==> src/rtl/pipe_ctrl_pkg.sv <==
//------------------------------------------------------------------------------
// Module  : pipe_ctrl_pkg
// Brief   : Shared flush-cause codes and controller state encoding.
// Revision: 1.0
//------------------------------------------------------------------------------
`default_nettype none

package pipe_ctrl_pkg;

    typedef enum logic [1:0] {
        CAUSE_NONE = 2'b00,
        CAUSE_JUMP = 2'b01,
        CAUSE_CALL = 2'b10,
        CAUSE_INT  = 2'b11
    } cause_t;

    typedef enum logic {
        ST_IDLE  = 1'b0,
        ST_FLUSH = 1'b1
    } state_t;

endpackage

`default_nettype wire

==> src/rtl/flush_event_arb.sv <==
//------------------------------------------------------------------------------
// Module  : flush_event_arb
// Brief   : Fixed-priority pick of the flush event: interrupt > call > jump.
// Revision: 1.0
//------------------------------------------------------------------------------
`default_nettype none

module flush_event_arb
    import pipe_ctrl_pkg::*;
#(
    parameter int JUMP_FLUSH_LEN = 1,
    parameter int CALL_FLUSH_LEN = 3,
    parameter int INT_FLUSH_LEN  = 4,
    parameter int CNT_W          = 4
) (
    input  logic             jump_i,
    input  logic             unc_jump_i,
    input  logic             call_i,
    input  logic             int_i,
    output logic             valid_o,
    output cause_t           cause_o,
    output logic [CNT_W-1:0] len_m1_o
);

    // Length is carried as N-1 so it lives in the same range as the counter.
    always_comb begin
        valid_o  = 1'b0;
        cause_o  = CAUSE_NONE;
        len_m1_o = '0;
        if (int_i) begin
            valid_o  = 1'b1;
            cause_o  = CAUSE_INT;
            len_m1_o = CNT_W'(INT_FLUSH_LEN - 1);
        end else if (call_i) begin
            valid_o  = 1'b1;
            cause_o  = CAUSE_CALL;
            len_m1_o = CNT_W'(CALL_FLUSH_LEN - 1);
        end else if (jump_i || unc_jump_i) begin
            valid_o  = 1'b1;
            cause_o  = CAUSE_JUMP;
            len_m1_o = CNT_W'(JUMP_FLUSH_LEN - 1);
        end
    end

endmodule

`default_nettype wire

==> src/rtl/pipe_flush_ctrl.sv <==
//------------------------------------------------------------------------------
// Module  : pipe_flush_ctrl
// Brief   : Front-end flush controller; counts flush cycles owed per event.
// Revision: 1.0
//------------------------------------------------------------------------------
`default_nettype none

module pipe_flush_ctrl
    import pipe_ctrl_pkg::*;
#(
    parameter int JUMP_FLUSH_LEN = 1,
    parameter int CALL_FLUSH_LEN = 3,
    parameter int INT_FLUSH_LEN  = 4,
    parameter int MAX_FLUSH_LEN  = 15,
    localparam int CNT_W         = $clog2(MAX_FLUSH_LEN)
) (
    input  logic             clk,
    input  logic             rst,
    input  logic             jump,
    input  logic             unconditional_jump,
    input  logic             pc_to_stack,
    input  logic             interrupt,
    input  logic             stall,
    output logic             flush,
    output logic [1:0]       flush_cause,
    output logic [CNT_W-1:0] flush_remaining,
    output logic             busy
);

    if (MAX_FLUSH_LEN < 2 ||
        JUMP_FLUSH_LEN < 1 || JUMP_FLUSH_LEN > MAX_FLUSH_LEN ||
        CALL_FLUSH_LEN < 1 || CALL_FLUSH_LEN > MAX_FLUSH_LEN ||
        INT_FLUSH_LEN  < 1 || INT_FLUSH_LEN  > MAX_FLUSH_LEN) begin : g_len_check
        $error("pipe_flush_ctrl: flush length parameter out of range");
    end

    logic             ev_valid;
    cause_t           ev_cause;
    logic [CNT_W-1:0] ev_len_m1;

    flush_event_arb #(
        .JUMP_FLUSH_LEN (JUMP_FLUSH_LEN),
        .CALL_FLUSH_LEN (CALL_FLUSH_LEN),
        .INT_FLUSH_LEN  (INT_FLUSH_LEN),
        .CNT_W          (CNT_W)
    ) u_arb (
        .jump_i     (jump),
        .unc_jump_i (unconditional_jump),
        .call_i     (pc_to_stack),
        .int_i      (interrupt),
        .valid_o    (ev_valid),
        .cause_o    (ev_cause),
        .len_m1_o   (ev_len_m1)
    );

    state_t           state_q, state_d;
    logic [CNT_W-1:0] cnt_q, cnt_d;
    cause_t           cause_q, cause_d;
    logic [CNT_W-1:0] base;

    // cnt counts flush cycles left including the current one while in FLUSH.
    always_comb begin
        state_d = state_q;
        cnt_d   = cnt_q;
        cause_d = cause_q;
        base    = stall ? cnt_q : cnt_q - 1'b1;
        case (state_q)
            ST_IDLE: begin
                if (ev_valid) begin
                    cnt_d = ev_len_m1;
                    if (ev_len_m1 != '0) begin
                        state_d = ST_FLUSH;
                        cause_d = ev_cause;
                    end
                end
            end
            ST_FLUSH: begin
                if (ev_valid) begin
                    if (ev_len_m1 > base) begin
                        base = ev_len_m1;
                    end
                    cause_d = ev_cause;
                end
                if (base == '0) begin
                    state_d = ST_IDLE;
                    cnt_d   = '0;
                    cause_d = CAUSE_NONE;
                end else begin
                    cnt_d = base;
                end
            end
            default: begin
                state_d = ST_IDLE;
                cnt_d   = '0;
                cause_d = CAUSE_NONE;
            end
        endcase
    end

    always_ff @(posedge clk) begin
        if (rst) begin
            state_q <= ST_IDLE;
            cnt_q   <= '0;
            cause_q <= CAUSE_NONE;
        end else begin
            state_q <= state_d;
            cnt_q   <= cnt_d;
            cause_q <= cause_d;
        end
    end

    // IDLE outputs are Mealy so the first flush cycle coincides with the event.
    always_comb begin
        flush           = 1'b0;
        busy            = 1'b0;
        flush_remaining = '0;
        flush_cause     = CAUSE_NONE;
        if (!rst) begin
            if (state_q == ST_FLUSH) begin
                flush           = 1'b1;
                busy            = 1'b1;
                flush_remaining = cnt_q - 1'b1;
                flush_cause     = cause_q;
            end else if (ev_valid) begin
                flush           = 1'b1;
                flush_remaining = ev_len_m1;
                flush_cause     = ev_cause;
            end
        end
    end

endmodule

`default_nettype wire

==> config.mk <==
export PLATFORM = sky130hd
export DESIGN_NAME = pipe_flush_ctrl
export DESIGN_NICKNAME = d
export VERILOG_FILES = /design/src/rtl/pipe_ctrl_pkg.sv /design/src/rtl/flush_event_arb.sv /design/src/rtl/pipe_flush_ctrl.sv
export SDC_FILE = /design/constraint.sdc
export NUM_CORES = 1
export LEC_CHECK = 0
export ABC_CLOCK_PERIOD_IN_PS = 2300
export BUFFER_PORTS_ARGS = -buffer_cell sky130_fd_sc_hd__buf_2
export CAP_MARGIN = 20
export CORE_ASPECT_RATIO = 0.75
export CORE_MARGIN = 1.5
export CORE_UTILIZATION = 25
export DETAILED_ROUTE_END_ITERATION = 8
export PLACE_DENSITY = 0.39
export RECOVER_POWER = 100
export SLEW_MARGIN = 20
export SYNTH_ARGS = -nofsm -noshare
export SYNTH_HDL_FRONTEND = slang
export SYNTH_SLANG_ARGS = --single-unit
export TNS_END_PERCENT = 50
==> constraint.sdc <==
create_clock -name clk -period 2.3 [get_ports clk]
set_input_delay 0 -clock clk [delete_from_list [all_inputs] [get_ports clk]]
set_output_delay 0 -clock clk [all_outputs]
set_load 0.01 [all_outputs]
# --- Word-level counts from Yosys, hierarchy flattened ---
# Index checks and enable logic that the tools add are counted.
word_totals:
  inputBits: 7
  out_inout_bits: 8
  register_bits: 7
op_classes:
  order_cmp: 1
  mux: 35
  n_reduce_logical: 4
  bitwise: 1
  n_addsub: 1
  eq_ne: 3
op_table:
  columns: ["cell", "count"]
  rows:
  - ["4-bit two-way mux", 10]
  - ["2-bit two-way mux", 10]
  - ["1-bit two-way mux", 12]
  - ["4-bit one-hot mux with 2 select lines", 1]
  - ["4-bit greater-than comparator", 1]
  - ["4-bit zero test", 1]
  - ["2-bit != test (second input constant)", 2]
  - ["2-bit one-hot mux with 2 select lines", 1]
  - ["4-bit nonzero test", 1]
  - ["4-bit by 1-bit subtractor with 4-bit output (second input constant)", 1]
  - ["3-bit by 2-bit != test with 1-bit output (second input constant)", 1]
  - ["3-bit AND reduction", 1]
  - ["1-bit one-hot mux with 2 select lines", 1]
  - ["1-bit logical OR", 1]
  - ["1-bit inverter", 1]

# --- Longest topological paths before layout ---
# Gate-level depths: netlist of run 1.
depth:
  depth_word: 9
  ltp_mapped: 10
  ltp_nobuf: 10

# --- Cells and area by module ---
# Synthesis of run 1 repeated with hierarchy kept, for this count alone.
hier_totals:
  hier_cells: 104
  area_unflattened_um2: 788.3
by_module_without_submodules:
  columns: ["mod", "seq_area_each_um2", "cells_each", "instances", "area_each_um2"]
  rows:
  - ["pipe_flush_ctrl", 140.1, 95, 1, 730.7]
  - ["flush_event_arb", 0.0, 9, 1, 57.6]

# --- Least setup slack after synthesis of run 1 ---
# OpenSTA, ideal clock, no wires.
synth_path:
  path_kind: "register to register"
  start: "reg cnt_q[0]"
  end: "reg cnt_q[0]"
  required_ns: 2.179
  setup_slack_ns: 0.158
  setup_ns: 0.121
  stages_incl_launch_ff: 11
  t_arrival_ns: 2.021
  path_buffers: 0
  path_cell_list: "dfxtp_1 inv_1 ha_1 nand2b_1 nand2_1 ha_1 nor2b_1 o21a_1 o21ai_0 o21ai_2 mux2_4"
synth_via:
  elab_chain_cells: 9
synth_lines:
  columns: ["element", "line", "source"]
  rows:
  - ["from (decl)", "pipe_flush_ctrl.sv:57", "logic [CNT_W-1:0] cnt_q, cnt_d;"]
  - ["from (signal assigned)", "pipe_flush_ctrl.sv:107", "cnt_q <= cnt_d;"]
  - ["4-bit by 1-bit subtractor with 4-bit output", "pipe_flush_ctrl.sv:66", "base = stall ? cnt_q : cnt_q - 1'b1;"]
  - ["4-bit two-way mux (*)", "pipe_flush_ctrl.sv:66", null]
  - ["4-bit greater-than comparator", "pipe_flush_ctrl.sv:79", "if (ev_len_m1 > base) begin"]
  - ["4-bit two-way mux", "pipe_flush_ctrl.sv:79", null]
  - ["4-bit two-way mux (*)", "pipe_flush_ctrl.sv:78", "if (ev_valid) begin"]
  - ["4-bit two-way mux (*)", "pipe_flush_ctrl.sv:67", "case (state_q)"]
  - ["4-bit zero test", "pipe_flush_ctrl.sv:84", "if (base == '0) begin"]
  - ["4-bit two-way mux (*)", "pipe_flush_ctrl.sv:84", null]
  - ["4-bit one-hot mux with 2 select lines (*)", "pipe_flush_ctrl.sv:67", null]
# Every way passes the cells marked *; elsewhere a longest branch is shown, timed or not. The select of a mux whose other input is x is not followed.
# A chain may end at the register's enable or synchronous reset.

# --- Worst setup path in the final report of run 1 ---
# Ends and elaborated chain as after synthesis.

==> flow_metrics.tcl, run 1 <==
set metrics [dict create \
    avgViaCountPerCell 4.821 \
    syn-num-nets 103 \
    io_buffers 14 \
    finalSetupViolCount 0 \
    ant_nets 0 \
    post-dp-hpwl_um 1288 \
    dr.pass1.iters 4 \
    gr-total-overflow 0 \
    fin_crit_sh_pct 95.52 \
    core-area_mm2 0.002365 \
    fin_skew_ns 0.004105 \
    syn_inst 93 \
    status "complete, no violations" \
    cts.root.buffer_cell "clkbuf_4" \
    power_mw 0.5065 \
    grt_util_all_layers_pct 14.02 \
    start_util_pct 27.09 \
    synth.top_cell.area_share_pct 21.87 \
    fmax_mhz 455.2 \
    dr_wl_met3_um 109 \
    cap_violations 0 \
    crit_fanout 3 \
    leakage_nw 0.3509 \
    path_class "flop to flop" \
    syn_area_um2 640.6 \
    arrival_ns 2.34 \
    ctsHoldBuffers 0 \
    post_drt_wl_per_cell_um 11.45 \
    fillers 277 \
    cp_slowest_cell "dfxtp_1" \
    cts-resized-gates 0 \
    hp-class "input port to flop" \
    slowest_delay_ns 0.33 \
    wl_met2_um 742 \
    cts_tree "built" \
    ys_ff_latch 7 \
    die_x_um 61.45 \
    die_h_um 46.84 \
    wirelength_um 1660 \
    synth_area_per_cell_um2 6.888 \
    postPlaceCellArea_um2 763.2 \
    start_kind "flop" \
    worstSetupEndpointType "flop" \
    fin_area_um2 783.3 \
    htreeDepth 1 \
    max_slew.worst_pin.slew_ns 0.5236 \
    cts_sinks 7 \
    yosysSeqAreaShare_pct 21.87 \
    clock_latency_ns 0.25 \
    rows 15 \
    yosysWarnings 0 \
    antenna_found_initial 0 \
    nNetsFinal 122 \
    drc 0 \
    relSlewSlack_pct 65.09 \
    num_vias 699 \
    grt_start_max_net_pins 13 \
    grt_pass1_wl_um 2849 \
    yosys-top-cells-area "dfxtp_1, nor2_1, a21oi_1" \
    diodes 0 \
    max-vdd-ir-drop_mv 0.2150 \
    area_delta_synth_final_pct 22.27 \
    multi_input_area_um2 461.7 \
    drtIter0Drc 15 \
    post-route-min-period_ns 2.197 \
    cts_setup_buffers 0 \
    dr.max_layer_used "met3" \
    wl_met1_um 809 \
    regArea_um2 140.1 \
    crit_chain "inv_1 -> ha_1 -> nand2b_1 -> nand2_2 -> ha_4 -> nor2b_2 -> o21a_1 -> o21ai_1 -> o21ai_2 -> mux2_4" \
    synth_top_area_cell "dfxtp_1" \
    grt_pass1_vias 638 \
    required_ns 2.44 \
    clkSlewWorstSetupHoldPaths_ns 0.06 \
    cts_max_path_buffers 2 \
    numCtsBuffers 3 \
    place.gp.congestion 0.8610 \
    drive_gt1_share_pct 19.82 \
    finalHoldViolations 0 \
    ys_types 32 \
    die-area_mm2 0.002878 \
    drv_slew 0 \
    io-pin-count 15 \
    powerDensity_mw_per_mm2 646.7 \
]
==> placed cells by master, fill, tap and decap left out, drive strengths merged <==
| cell type | netlist | layout |
|---|---|---|
| xnor2 | 2 | 2 |
| dfxtp | 7 | 7 |
| nor3 | 8 | 8 |
| clkbuf | 2 | 11 |
| nand2b | 3 | 3 |
| nor4bb | 1 | 1 |
| a211oi | 3 | 3 |
| nor2 | 19 | 19 |
| nand2 | 6 | 6 |
| nor2b | 1 | 1 |
| o21bai | 1 | 1 |
| o21a | 3 | 3 |
| xor2 | 1 | 1 |
| or4 | 1 | 1 |
| a31oi | 1 | 1 |
| a41o | 1 | 1 |
| or2 | 3 | 3 |
| inv | 9 | 9 |
| mux2i | 1 | 1 |
| o211ai | 1 | 1 |
| o21ai | 4 | 4 |
| a21oi | 9 | 9 |
| a21o | 1 | 1 |
| mux2 | 1 | 1 |
| buf | 1 | 10 |
| ha | 3 | 3 |
==> worst max-delay path, delay by kind of cell, from the launching register on <==
kind / cells / cell delay, ns
fa+ha+maj: 2 / 0.59
mux: 1 / 0.31
flops: 1 / 0.33
compound gates: 3 / 0.44
buf+inv: 1 / 0.05
simple gates: 3 / 0.37
==> state kept, by name, indices dropped and copies added (netlist names) <==
register and count:
cause_q 2, state_q 1, cnt_q 4
==> where the power goes <==
group          switching, mW  total, mW  internal, mW
logic                  0.140      0.246         0.106
clock network         0.0479      0.114        0.0664
registers            0.00994      0.146         0.136
==> Yosys cell counts, drive strengths merged <==
library cell,number
xnor2,2
nor3,8
mux2i,1
inv,9
o21ai,4
dfxtp,7
a211oi,3
o211ai,1
a21o,1
xor2,1
ha,3
a41o,1
buf,1
nand2,6
a21oi,9
nor2b,1
clkbuf,2
nor2,19
o21bai,1
mux2,1
o21a,3
nand2b,3
nor4bb,1
or2,3
or4,1
a31oi,1
==> cell families after synthesis <==
logic type      Yosys count  synth area share, %
compound gates           24                24.61
mux                       2                3.906
simple gates             42                32.42
fa+ha+maj                 3                5.860
flops                     7                21.87
buf+inv                  12                7.226
xor+xnor                  3                4.102
==> per-layer routing <==
metal / vias to the layer above / global-route usage (%)
li1: 352 / -
met1: 328 / 18.39
met2: 19 / 20.64
met3: 0 / 6.612
met4: 0 / 4.255
met5: - / 0
==> stage by stage <==
step	setup TNS, ns	std cells	setup slack (ns)	utilization, %	hold WS (ns)
3_5_place_dp	0	141	0.1141	32.28	0.3356
6_report	0	145	0.1030	33.12	0.07116
4_1_cts	0	145	0.09599	33.39	0.06673
3_3_place_gp	0	141	0.1775	32.28	0.3279
2_1_floorplan	0	93	0.1577	-	0.1603
5_1_grt	-0.003454	145	-0.003454	33.12	0.06972
==> final timing paths <==
check	slack (ns)	cells after the start	endpoint	start
min reg2reg	0.56	4	cause_q[1]	cause_q[1]
max reg2reg	0.10	10	cnt_q[0]	cnt_q[0]
max	0.10	10	cnt_q[0]	cnt_q[0]
min	0.07	2	cnt_q[2]	rst
==> cell type report <==
cell class / instances / area share [%]
timing repair buffer: 17 / 10.06
inverter: 9 / 4.313
sequential: 7 / 17.89
multi-input combinational: 74 / 58.95
clock buffer: 4 / 3.355
tap: 34 / 5.431
Power figures use the tool's default switching activity.
==> run 2, diff against run 1 <==
ABC_AREA = 1   (was unset)
PLACE_DENSITY = 0.4   (was 0.39)
==> flow_metrics.tcl, run 2 <==
set metrics [dict create \
    start_kind "flop" \
    reg_top3 "cnt_q x4, cause_q x2, state_q x1" \
    grt_start_max_net_pins 8 \
    fin_crit_sh_pct 96.08 \
    largest-register "cnt_q" \
    nNetsFinal 140 \
    start_util_pct 26.34 \
    dp.cells 156 \
    diodes 0 \
    synthArstFlopShare_pct 0 \
    cts_sinks 7 \
    fin_util_pct 37.98 \
    worstReg2RegStart "cnt_q[1]" \
    ys_ff_latch 7 \
    finalSetupViolCount 0 \
    postPlaceCellArea_um2 760.7 \
    fin_area_um2 869.6 \
    final-instance-count-excl-fill 163 \
    worstHoldEndpoint "cause_q[1]" \
    syn_inst 102 \
    post_drt_wl_per_cell_um 9.902 \
    cp_top_family "simple AND/OR/NAND/NOR gates" \
    synth_area_per_cell_um2 5.913 \
    post-route-min-period_ns 2.210 \
    worst-path-stages 18 \
    hp-start "rst" \
    hp-class "input port to flop" \
    cts_tree "built" \
    wirelength_um 1614 \
    grt_pass1_vias 624 \
    drive_gt1_share_pct 37.21 \
    ys_types 17 \
    arrival_ns 2.36 \
    crit_chain "inv_2 -> ha_4 -> nand2_2 -> o21ai_2 -> ha_1 -> inv_1 -> o21bai_1 -> nand3_2 -> nor2_4 -> nand2_2 -> nand2_2 -> nand2_2 -> nand3_2 -> nand2_2 -> nand2_2 -> nand2_1 -> nand2_1 -> nor2_1" \
    min_delay_path_depth 2 \
    fin_skew_ns 0.002348 \
    area_delta_synth_final_pct 44.19 \
    drc 0 \
    path_class "flop to flop" \
    status "complete, no violations" \
    drtIter0Drc 10 \
    fmax_mhz 452.5 \
    yosysSeqAreaShare_pct 23.24 \
    dpl_worst_slack_ns -0.05274 \
    io-pin-count 15 \
    r2r-end "cause_q[0]" \
    ys.flop_type "dfxtp_1" \
    numCtsBuffers 3 \
    syn_area_um2 603.1 \
    max-vdd-ir-drop_mv 0.2727 \
    max_slew.worst_pin.slew_ns 0.3417 \
    path_buf_inv 2 \
    power_mw 0.5131 \
    slowest_delay_ns 0.33 \
    setup_ws_ns 0.09017 \
    die-area_mm2 0.002719 \
    place.gp.congestion 0.7653 \
    synth.top_cell.area_share_pct 23.24 \
    crit_fanout 3 \
    rrSetupSlack_ns 0.09 \
    synth_top_area_cell "dfxtp_1" \
    syn-num-nets 112 \
    antenna_found_initial 0 \
    htreeDepth 1 \
    worstSetupEndpointType "flop" \
    layout_common_cells "inv_1, nor2_1, nand2_1" \
    cap_violations 0 \
    finalHoldViolations 0 \
    rows 15 \
    clkSlewWorstSetupHoldPaths_ns 0.05 \
    required_ns 2.45 \
    yosysWarnings 0 \
    yosysMostFrequentCell "nand2_1" \
    num_vias 675 \
    die_h_um 45.54 \
    crit_top_cell "nand2_2" \
    cts.root.buffer_cell "clkbuf_4" \
    cts_max_path_buffers 2 \
    cp_slowest_cell "dfxtp_2" \
    mostFrequentLayoutCell "inv_1" \
    rsz0062_at_grt "true" \
    core-area_mm2 0.002290 \
    powerDensity_mw_per_mm2 590.1 \
    relSlewSlack_pct 77.22 \
    gr-total-overflow 0 \
    grt_pass1_wl_um 2587 \
    yosys-top-cells-area "dfxtp_1, nand2_1, inv_1" \
    drv_slew 0 \
    ctsHoldBuffers 0 \
    ff2ff_path_depth 18 \
    leakage_nw 0.4287 \
    die_x_um 59.72 \
    post-dp-hpwl_um 1301 \
    clock_latency_ns 0.25 \
    io_buffers 14 \
    synth_edf_count 0 \
    synth_common_cells "nand2_1, inv_1, nor2_1, dfxtp_1" \
    avgViaCountPerCell 4.141 \
    dr.pass1.iters 4 \
    largest_reg_flops 4 \
    ant_nets 0 \
    fillers 287 \
    grt_util_all_layers_pct 13.00 \
]
## run 2: changes by cell type after synthesis, sizes merged, moves of 3 or more
| cell | change |
|---|---|
| a211oi | -3 |
| a21oi | -4 |
| o21a | -3 |
| inv | +12 |
| or2 | -3 |
| nand3 | +7 |
| nand2 | +23 |
| nand2b | -3 |
| nor3 | -7 |
## run 2: power by group
group	leakage (nW)	switching (mW)	internal (mW)
logic	0.355	0.146	0.110
clock network	0.0150	0.0469	0.0663
registers	0.0587	0.00925	0.134
## run 2: layout make-up
cell class | instances | area [µm²] | area share [%]
Multi-Input combinational cell | 74 | 451.7 | 51.94
Sequential cell | 7 | 142.6 | 16.40
Tap cell | 34 | 42.54 | 4.892
Timing Repair Buffer | 23 | 127.6 | 14.68
Clock buffer | 4 | 26.28 | 3.022
Inverter | 21 | 78.83 | 9.065
## run 2: worst max-delay path by stage
stage          startpoint    endpoint  slack [ns]
2_1_floorplan    cnt_q[0]  cause_q[0]        0.15
3_3_place_gp     cnt_q[0]  cause_q[0]       -0.02
3_5_place_dp     cnt_q[0]  cause_q[0]       -0.05
4_1_cts          cnt_q[0]  cause_q[0]        0.07
5_1_grt          cnt_q[1]  cause_q[0]       -0.05
6_report         cnt_q[1]  cause_q[0]        0.09
## run 2: logic make-up after synthesis
group	Yosys count	synth area share, %
AOI/OAI and AO/OA	14	12.45
xor gates and xnor gates	1	1.453
adders and majority gates	3	6.225
buffers and inverters	21	13.07
DFF	7	23.24
and+or+nand+nor	56	43.57
## run 2: stage by stage
stage | hold WS [ns] | TNS [ns]
3_3_place_gp | 0.2789 | -0.01985
3_5_place_dp | 0.2714 | -0.05274
5_1_grt | 0.0009533 | -0.1104
2_1_floorplan | 0.06907 | 0
4_1_cts | 0.01227 | 0
6_report | 0.006044 | 0
## run 2: repair_timing
| action | CTS | global route |
|---|---|---|
| buffers inserted | 0 | 3 |
| cloned | 0 | 0 |
| gates resized for setup | 3 | 19 |
| pin swaps | 3 | 15 |
| endpoints found under the setup margin | 4 | 4 |
## run 2: routing by layer
metal  up-vias  routed length, µm  GRT usage (%)
met5         -                  0              0
met4         0                 31          6.667
met1       289                819          18.61
met2        11                700          18.04
met3         4                 62          2.841
li1        371                  -              -
==> run 3, diff against run 2 <==
CORE_AREA = 2 2 39 41   (was unset)
CORE_ASPECT_RATIO = unset   (was 0.75)
CORE_MARGIN = unset   (was 1.5)
CORE_UTILIZATION = unset   (was 25)
DIE_AREA = 0 0 41 43   (was unset)
MAX_ROUTING_LAYER = met4   (was unset)
PLACE_DENSITY = 0.66   (was 0.4)
==> flow_metrics.tcl, run 3 (same netlist as run 2, synthesis figures left out) <==
set metrics [dict create \
    fin_crit_sh_pct 97.18 \
    hp-class "input port to flop" \
    nNetsFinal 141 \
    switchingPower_mw 0.2010 \
    clkSlewWorstSetupHoldPaths_ns 0.06 \
    cp_top_family "simple AND/OR/NAND/NOR gates" \
    path_class "flop to flop" \
    area_delta_synth_final_pct 42.12 \
    fin_skew_ns 0.005840 \
    die_h_um 43 \
    layout_common_cells "inv_1, nor2_1, nand2_2, nand2_1" \
    die-area_mm2 0.001763 \
    grt_pass1_vias 606 \
    arrival_ns 2.39 \
    slowest_delay_ns 0.34 \
    antenna_found_initial 0 \
    rows 14 \
    max-vdd-ir-drop_mv 0.3023 \
    fin_util_pct 61.93 \
    status "complete, no violations" \
    crit_fanout 3 \
    dr.pass1.iters 4 \
    clkPwrFrac_pct 23.5 \
    htreeDepth 1 \
    ant_nets 0 \
    io-pin-count 15 \
    post-route-min-period_ns 2.235 \
    wirelength_um 1559 \
    cts_tree "built" \
    drive_gt1_share_pct 39.23 \
    grt_start_max_net_pins 8 \
    finalHoldViolations 0 \
    intPower_mw 0.3056 \
    holdWs_ns 0.1512 \
    post-dp-hpwl_um 1164 \
    gr-total-overflow 0 \
    cts_sinks 7 \
    num_vias 708 \
    powerDensity_mw_per_mm2 591.1 \
    clock_latency_ns 0.26 \
    power.share.sequential_pct 28.5 \
    io_buffers 14 \
    worstReg2RegStart "cnt_q[1]" \
    avgViaCountPerCell 4.849 \
    largest-register "cnt_q" \
    diodes 0 \
    drv_slew 0 \
    start_util_pct 43.58 \
    worstSetupEndpointType "flop" \
    worst-path-stages 16 \
    rsz0062_at_grt "true" \
    crit_top_cell "nand2_2" \
    place.gp.congestion 0.8739 \
    cp_slowest_cell "dfxtp_2" \
    drtIter0Drc 6 \
    largest_reg_flops 4 \
    mostFrequentLayoutCell "inv_1" \
    power_mw 0.5066 \
    grt_pass1_wl_um 2463 \
    path_buf_inv 2 \
    leakage_nw 0.4284 \
    post_drt_wl_per_cell_um 10.68 \
    required_ns 2.46 \
    cts.root.buffer_cell "clkbuf_4" \
    r2r-end "cause_q[0]" \
    numCtsBuffers 3 \
    fmax_mhz 447.4 \
    worstHoldEndpoint "cnt_q[0]" \
    die_x_um 41 \
    hp-start "interrupt" \
    finalSetupViolCount 0 \
    ff2ff_path_depth 16 \
    min_delay_path_depth 5 \
    comb_power_share_pct 48.0 \
    start_kind "flop" \
    reg_top3 "cnt_q x4, cause_q x2, state_q x1" \
    max_slew.worst_pin.slew_ns 0.3102 \
    tns_ns 0 \
    grt_util_all_layers_pct 21.28 \
    core-area_mm2 0.001384 \
    cap_violations 0 \
    rrSetupSlack_ns 0.06 \
    cts_max_path_buffers 2 \
    crit_chain "inv_2 -> ha_4 -> nand2_2 -> o21ai_2 -> ha_1 -> inv_1 -> o21bai_1 -> nand3_2 -> nor2_4 -> nand3_2 -> nand2_2 -> nand2_2 -> nor2_2 -> nor2_1 -> nor2_1 -> nor2_2" \
    switching_share_pct 39.68 \
    drc 0 \
    relSlewSlack_pct 79.32 \
]
run 3: per-stage QoR:
stage | instance area [µm²] | instances | setup slack (ns)
final | 857.1 | 146 | 0.06479
after CTS | 773.2 | 142 | 0.03573
after global routing | 857.1 | 146 | -0.1194
after global placement | 730.7 | 137 | 0.002175
after detailed placement | 730.7 | 137 | -0.01502
after floorplan | 603.1 | 102 | 0.1507
run 3: tightest hold or removal path: cells and delay by family:
family | cells | cell delay, ns
simple gates | 2 | 0.14
compound gates | 2 | 0.13
buf+inv | 1 | 0.12
run 3: final cells by class:
| type | instances | area, µm² |
|---|---|---|
| clock buffers | 4 | 26.28 |
| fillers | 144 | 526.8 |
| inverters | 21 | 81.33 |
| multi-input cells | 74 | 449.2 |
| flip-flops and latches | 7 | 142.6 |
| well taps | 16 | 20.02 |
| repair buffers | 24 | 137.6 |
run 3: layer usage:
metal | routed length, µm | vias up | track usage, %
met1 | 696 | 313 | 25.73
met3 | 66 | 4 | 6.283
met5 | 0 | - | -
met4 | 29 | 0 | 10.00
li1 | - | 377 | -
met2 | 768 | 14 | 31.25
run 3: timing repair:
item,in CTS,in global routing
hold buffers,1,0
resized for setup,4,18
pin swaps,2,19
hold endpoints to repair,1,0
endpoints found under the setup margin,1,4
cloned,0,0
setup buffers,0,4
run 3: power groups by stage:
stage	Clock [mW]	Combinational (mW)	Sequential, mW
floorplan	0	0.133	0.143
global route	0.127	0.275	0.146
CTS	0.121	0.202	0.142
finish	0.119	0.243	0.144
global placement	0	0.194	0.144
detailed placement	0	0.196	0.144
run 3: worst max-delay path by stage:
| stage | start | slack, ns | endpoint |
|---|---|---|---|
| after floorplan | cnt_q[0] | 0.15 | cause_q[0] |
| after global placement | cnt_q[1] | 0.002 | cause_q[0] |
| after detailed placement | cnt_q[1] | -0.02 | cause_q[0] |
| after CTS | cnt_q[0] | 0.04 | cause_q[0] |
| after global routing | cnt_q[1] | -0.12 | cause_q[0] |
| final | cnt_q[1] | 0.06 | cause_q[0] |
